==> src/rtl/adder_result_buffer_if.sv <==
// Handshake bundle between the adder, the result buffer and the downstream consumer.
// The slave modport is the buffer side; the master modport is the surrounding logic.
interface adder_result_buffer_if #(
    parameter int DEPTH = 4,
    parameter int WIDTH = 9
);
    logic                       Valid_in;
    logic                       Ready_out;
    logic [WIDTH-1:0]           Rez_in;
    logic                       Sel_in;
    logic                       Valid_out;
    logic                       Ready_in;
    logic [WIDTH-1:0]           Rez_out;
    logic                       Sel_out;
    logic                       Zero_out;
    logic [$clog2(DEPTH):0]     Count_out;

    modport slave (
        input  Valid_in, Rez_in, Sel_in, Ready_in,
        output Ready_out, Valid_out, Rez_out, Sel_out, Zero_out, Count_out
    );

    modport master (
        output Valid_in, Rez_in, Sel_in, Ready_in,
        input  Ready_out, Valid_out, Rez_out, Sel_out, Zero_out, Count_out
    );
endinterface

==> src/rtl/adder_result_buffer.sv <==
// Show-ahead FIFO for adder results {Sel, Rez} with valid/ready on both sides.
// Optional ADDER_RESULT_BUF_STATS_EN adds a saturating push counter and a stall flag.
module adder_result_buffer #(
    parameter int DEPTH = 4,
    parameter int WIDTH = 9
) (
    input  logic                 Clk_in,
    input  logic                 Rst_in,
    adder_result_buffer_if.slave bus
`ifdef ADDER_RESULT_BUF_STATS_EN
    ,
    output logic [15:0]          Pushed_out,
    output logic [0:0]           Stall_out
`endif
);
    localparam int PTR_W = $clog2(DEPTH);
    localparam int CNT_W = PTR_W + 1;
    localparam logic [CNT_W-1:0] FULL_CNT = CNT_W'(DEPTH);

    logic [WIDTH:0]     mem [DEPTH];
    logic [PTR_W-1:0]   wr_ptr;
    logic [PTR_W-1:0]   rd_ptr;
    logic [CNT_W-1:0]   count;
    logic               push;
    logic               pop;
    logic [WIDTH:0]     head;

    // Acceptance depends only on occupancy, so a full buffer refuses a push
    // even when the consumer drains an entry on the same edge.
    assign bus.Ready_out = (count != FULL_CNT);
    assign bus.Valid_out = (count != '0);
    assign push          = bus.Valid_in && bus.Ready_out;
    assign pop           = bus.Valid_out && bus.Ready_in;

    assign head          = mem[rd_ptr];
    assign bus.Rez_out   = head[WIDTH-1:0];
    assign bus.Sel_out   = head[WIDTH];
    assign bus.Zero_out  = (head[WIDTH-1:0] == '0);
    assign bus.Count_out = count;

    always_ff @(posedge Clk_in or posedge Rst_in) begin
        if (Rst_in) begin
            wr_ptr <= '0;
            rd_ptr <= '0;
            count  <= '0;
            for (int i = 0; i < DEPTH; i++) begin
                mem[i] <= '0;
            end
        end else begin
            if (push) begin
                mem[wr_ptr] <= {bus.Sel_in, bus.Rez_in};
                wr_ptr      <= wr_ptr + PTR_W'(1);
            end
            if (pop) begin
                rd_ptr <= rd_ptr + PTR_W'(1);
            end
            case ({push, pop})
                2'b10:   count <= count + CNT_W'(1);
                2'b01:   count <= count - CNT_W'(1);
                default: count <= count;
            endcase
        end
    end

`ifdef ADDER_RESULT_BUF_STATS_EN
    assign Stall_out = bus.Valid_out && !bus.Ready_in;

    always_ff @(posedge Clk_in or posedge Rst_in) begin
        if (Rst_in) begin
            Pushed_out <= '0;
        end else if (push && (Pushed_out != 16'hFFFF)) begin
            Pushed_out <= Pushed_out + 16'd1;
        end
    end
`endif

endmodule

==> src/flat_wrapper.sv <==
// flat-port wrapper written by rule: the top's interface ports become plain ports
module adder_result_buffer_flat 
#(
    parameter int DEPTH = 4,
    parameter int WIDTH = 9
)
  (Clk_in, Rst_in, bus_Valid_in, bus_Rez_in, bus_Sel_in, bus_Ready_in, bus_Ready_out, bus_Valid_out, bus_Rez_out, bus_Sel_out, bus_Zero_out, bus_Count_out);
  adder_result_buffer_if #(.DEPTH(DEPTH), .WIDTH(WIDTH)) bus_i ();
  input  logic Clk_in;
  input  logic Rst_in;
  input wire logic [$bits(bus_i.Valid_in)-1:0] bus_Valid_in;
  input wire logic [$bits(bus_i.Rez_in)-1:0] bus_Rez_in;
  input wire logic [$bits(bus_i.Sel_in)-1:0] bus_Sel_in;
  input wire logic [$bits(bus_i.Ready_in)-1:0] bus_Ready_in;
  output wire logic [$bits(bus_i.Ready_out)-1:0] bus_Ready_out;
  output wire logic [$bits(bus_i.Valid_out)-1:0] bus_Valid_out;
  output wire logic [$bits(bus_i.Rez_out)-1:0] bus_Rez_out;
  output wire logic [$bits(bus_i.Sel_out)-1:0] bus_Sel_out;
  output wire logic [$bits(bus_i.Zero_out)-1:0] bus_Zero_out;
  output wire logic [$bits(bus_i.Count_out)-1:0] bus_Count_out;
  assign bus_i.Valid_in = bus_Valid_in;
  assign bus_i.Rez_in = bus_Rez_in;
  assign bus_i.Sel_in = bus_Sel_in;
  assign bus_i.Ready_in = bus_Ready_in;
  assign bus_Ready_out = bus_i.Ready_out;
  assign bus_Valid_out = bus_i.Valid_out;
  assign bus_Rez_out = bus_i.Rez_out;
  assign bus_Sel_out = bus_i.Sel_out;
  assign bus_Zero_out = bus_i.Zero_out;
  assign bus_Count_out = bus_i.Count_out;
  adder_result_buffer #(.DEPTH(DEPTH), .WIDTH(WIDTH)) u_core (.Clk_in(Clk_in), .Rst_in(Rst_in), .bus(bus_i));
endmodule
==> config.mk <==
export PLATFORM = sky130hd
export DESIGN_NAME = adder_result_buffer_flat
export DESIGN_NICKNAME = d
export VERILOG_FILES = /design/src/rtl/adder_result_buffer_if.sv /design/src/rtl/adder_result_buffer.sv /design/src/flat_wrapper.sv
export SDC_FILE = /design/constraint.sdc
export NUM_CORES = 1
export LEC_CHECK = 0
export CORE_MARGIN = 10
export CORE_UTILIZATION = 45
export CTS_CLUSTER_SIZE = 16
export DETAILED_ROUTE_END_ITERATION = 12
export PLACE_DENSITY = 0.68
export SLEW_MARGIN = 10
export SYNTH_ARGS = -nofsm -noshare
export SYNTH_HDL_FRONTEND = slang
export SYNTH_SLANG_ARGS = --single-unit
export TNS_END_PERCENT = 10
==> constraint.sdc <==
create_clock -name Clk_in -period 4.34 [get_ports Clk_in]
set_clock_uncertainty 0.05 [all_clocks]
set_input_delay 0.868 -clock Clk_in [delete_from_list [all_inputs] [get_ports Clk_in]]
set_output_delay 0.868 -clock Clk_in [all_outputs]
set_load 0.03 [all_outputs]
==> out/qor.txt <==
startpoint class of the critical path - register
num rows - 25
Critical Path AT - 3.07 ns
GRT Total Usage - 10.9%
Synth top cells by count - dfrtp_1 (47), mux2_2 (41), mux4_1 (9)
Post-CTS Resized - 0
post-route cell area - 2640 um^2
Syn Nets - 154
Ys Warns - 0
Reg-to-Reg End - u_core.bus.Count_out[2]
vias per cell - 5.24
Die W - 89.7 um
ANT nets after route - 0
Starting Density - 46.3%
die area - 8050 um^2
Clk pin slew, worst setup/hold paths - 0.09 ns
Final setup viols - 0
worst reg2reg startpoint - u_core.bus.Count_out[0]
Finished Layout Cells - 236
TritonCTS Buffers - 5
Post-Route WL - 4.29 mm
max_slew headroom - 61.3%
first-pass iteration count of the detailed router - 4
R2R depth - 8
asr flop ratio synth - 100%
Synth Instances - 134
Remaining Overflow, GRT - 0
register area share after synthesis - 53.7%
first-pass GRT wire length - 7.23 mm
number of global-route vias before repair - 1388
Leak - 1.12 nW
pre-CTS WS - 0.620 ns
hpwl dp - 3.11 mm
Final Total Pwr - 2.25 mW
Inst Count DP - 228
top post-synthesis cells by area - dfrtp_1 (54%), mux2_2 (21%), mux4_1 (11%)
via count - 1236
postcts setup bufs - 0
Worst setup EP type - output pin
setup TNS - 0 ns
pwr dens - 850 nW/um^2
area share of the largest cell type after synthesis - 53.7%
Fin. Hold Viols - 0
# clock sinks - 47
Worst-Margin Slew - 0.580 ns
Placer Congestion - 0.739
final net count - 188
area of the mapped netlist - 2190 um^2
cell taking the most area after synthesis - dfrtp_1
Ant. Diodes - 0
Slew Limit Fails - 0
initial antenna violation count - 0
fmax - 0.250 GHz
# DRC - 0
WL/cell - 18.2 um
Mean Syn Cell Area - 16.3 um^2
CP required - 3.42 ns
hold endpoint - u_core.mem[24]
core footprint - 4720 um^2
Worst Hold Depth - 1
most common cell in the synthesized netlist - dfrtp_1
Final period util - 92.0%
Hold Path Origin - u_core.mem[24]
crit path max fanout - 9
Worst Path Class, Setup - register to output pin
min-delay worst type - register to register
placed cell area - 2550 um^2
RSZ-0062 raised after global routing - no
Clock Latency Late Sink - 0.30 ns
clk root buf - clkbuf_8
number of port buffers - 29
# H-tree levels - 2
DRT iter0 DRCs - 70
post-synthesis register bit count - 47
CTS Hold Bufs - 0
Synth-to-Final Area Change - 20.8%
Max-cap violations - 0
setup ws final - 0.347 ns
number of synthesized flops with an enable pin - 0
post-synthesis cell type count - 20
largest net degree at the start of global routing - 48
CTS tree - yes
Synth Flop Type - dfrtp_1
final worst path period need - 3.99 ns
status - completed
CTS Buffer Depth - 2
number of I/O pins - 30
layout cells sized above 1 - 34.3%
Max VDD drop - 342 uV
die height - 89.7 um
r2r setup slk - 1.95 ns
[power by group]
part	leakage [nW]	internal (mW)	total, mW	switching [mW]
Sequential	0.556	0.665	0.826	0.161
Combinational	0.527	0.610	1.16	0.553
Clock	0.0402	0.112	0.259	0.147
[critical path, cell delays in order (launching register included)]
cell	delay (ns)
dfrtp_1	0.61
buf_4	0.23
mux4_2	0.51
or4_1	0.49
nor4_2	0.23
clkdlybuf4s50_1	0.71
[cells by family after synthesis]
| logic type | after synthesis | synth area share [%] |
|---|---|---|
| AOI/OAI and AO/OA | 1 | 0.400 |
| xor gates and xnor gates | 6 | 2.40 |
| adders and majority gates | 6 | 3.77 |
| buffers and inverters | 10 | 2.06 |
| DFF | 47 | 53.7 |
| muxes | 52 | 33.4 |
| and+or+nand+nor | 12 | 4.23 |
[worst max-delay path by stage]
stage / startpoint / endpoint / cells after the start
6_report: u_core.rd_ptr[0] / bus_Zero_out / 5
2_1_floorplan: u_core.rd_ptr[0] / bus_Zero_out / 4
4_1_cts: u_core.rd_ptr[0] / bus_Zero_out / 5
5_1_grt: u_core.rd_ptr[0] / bus_Zero_out / 5
3_5_place_dp: u_core.rd_ptr[0] / bus_Zero_out / 5
3_3_place_gp: u_core.rd_ptr[0] / bus_Zero_out / 5
[layout by cell type, fill, tap and decap left out]
master / Yosys / final
clkdlybuf4s50_1: 0 / 29
clkinv_1: 0 / 1
mux2_2: 41 / 41
or4_1: 1 / 1
clkinv_2: 0 / 1
nand3_2: 4 / 4
inv_1: 6 / 5
nor4_2: 1 / 1
clkbuf_8: 0 / 5
mux4_1: 9 / 9
nor2_1: 1 / 1
clkinvlp_4: 0 / 2
buf_4: 0 / 2
or3b_2: 1 / 1
o31a_1: 1 / 1
ha_1: 5 / 5
dfrtp_1: 47 / 47
or3_1: 2 / 2
xnor2_1: 3 / 3
fa_1: 1 / 1
mux2i_1: 1 / 1
nand2_1: 2 / 2
mux4_2: 1 / 1
xor2_1: 3 / 3
[routing by layer]
metal / part of all wire [%] / GRT usage [%] / vias up
li1: - / - / 565
met1: 44 / 12.7 / 643
met2: 51 / 18.9 / 24
met3: 4.7 / 3.82 / 4
met4: 0.30 / 2.43 / 0
met5: 0 / 0 / -
[state kept, by name, summed over array words and instances, names as in the netlist]
name,cells
u_core.bus.Count_out,3
u_core.mem,40
u_core.rd_ptr,2
u_core.wr_ptr,2
[final cells by class]
class / count / area [um^2]
multi-input combinational: 77 / 967
tap: 67 / 83.8
clock inverter: 3 / 20.0
sequential: 47 / 1180
clock buffer: 5 / 68.8
fill: 382 / 2080
timing repair buffer: 31 / 305
inverter: 6 / 22.5
[stage by stage]
stage	hold slack (ns)	util (%)
2_1_floorplan	0.420	-
3_3_place_gp	0.429	54.1
3_5_place_dp	0.435	54.1
4_1_cts	0.456	56.0
5_1_grt	0.479	56.0
6_report	0.452	56.0
No activity file was read; power rests on OpenSTA's default activity.
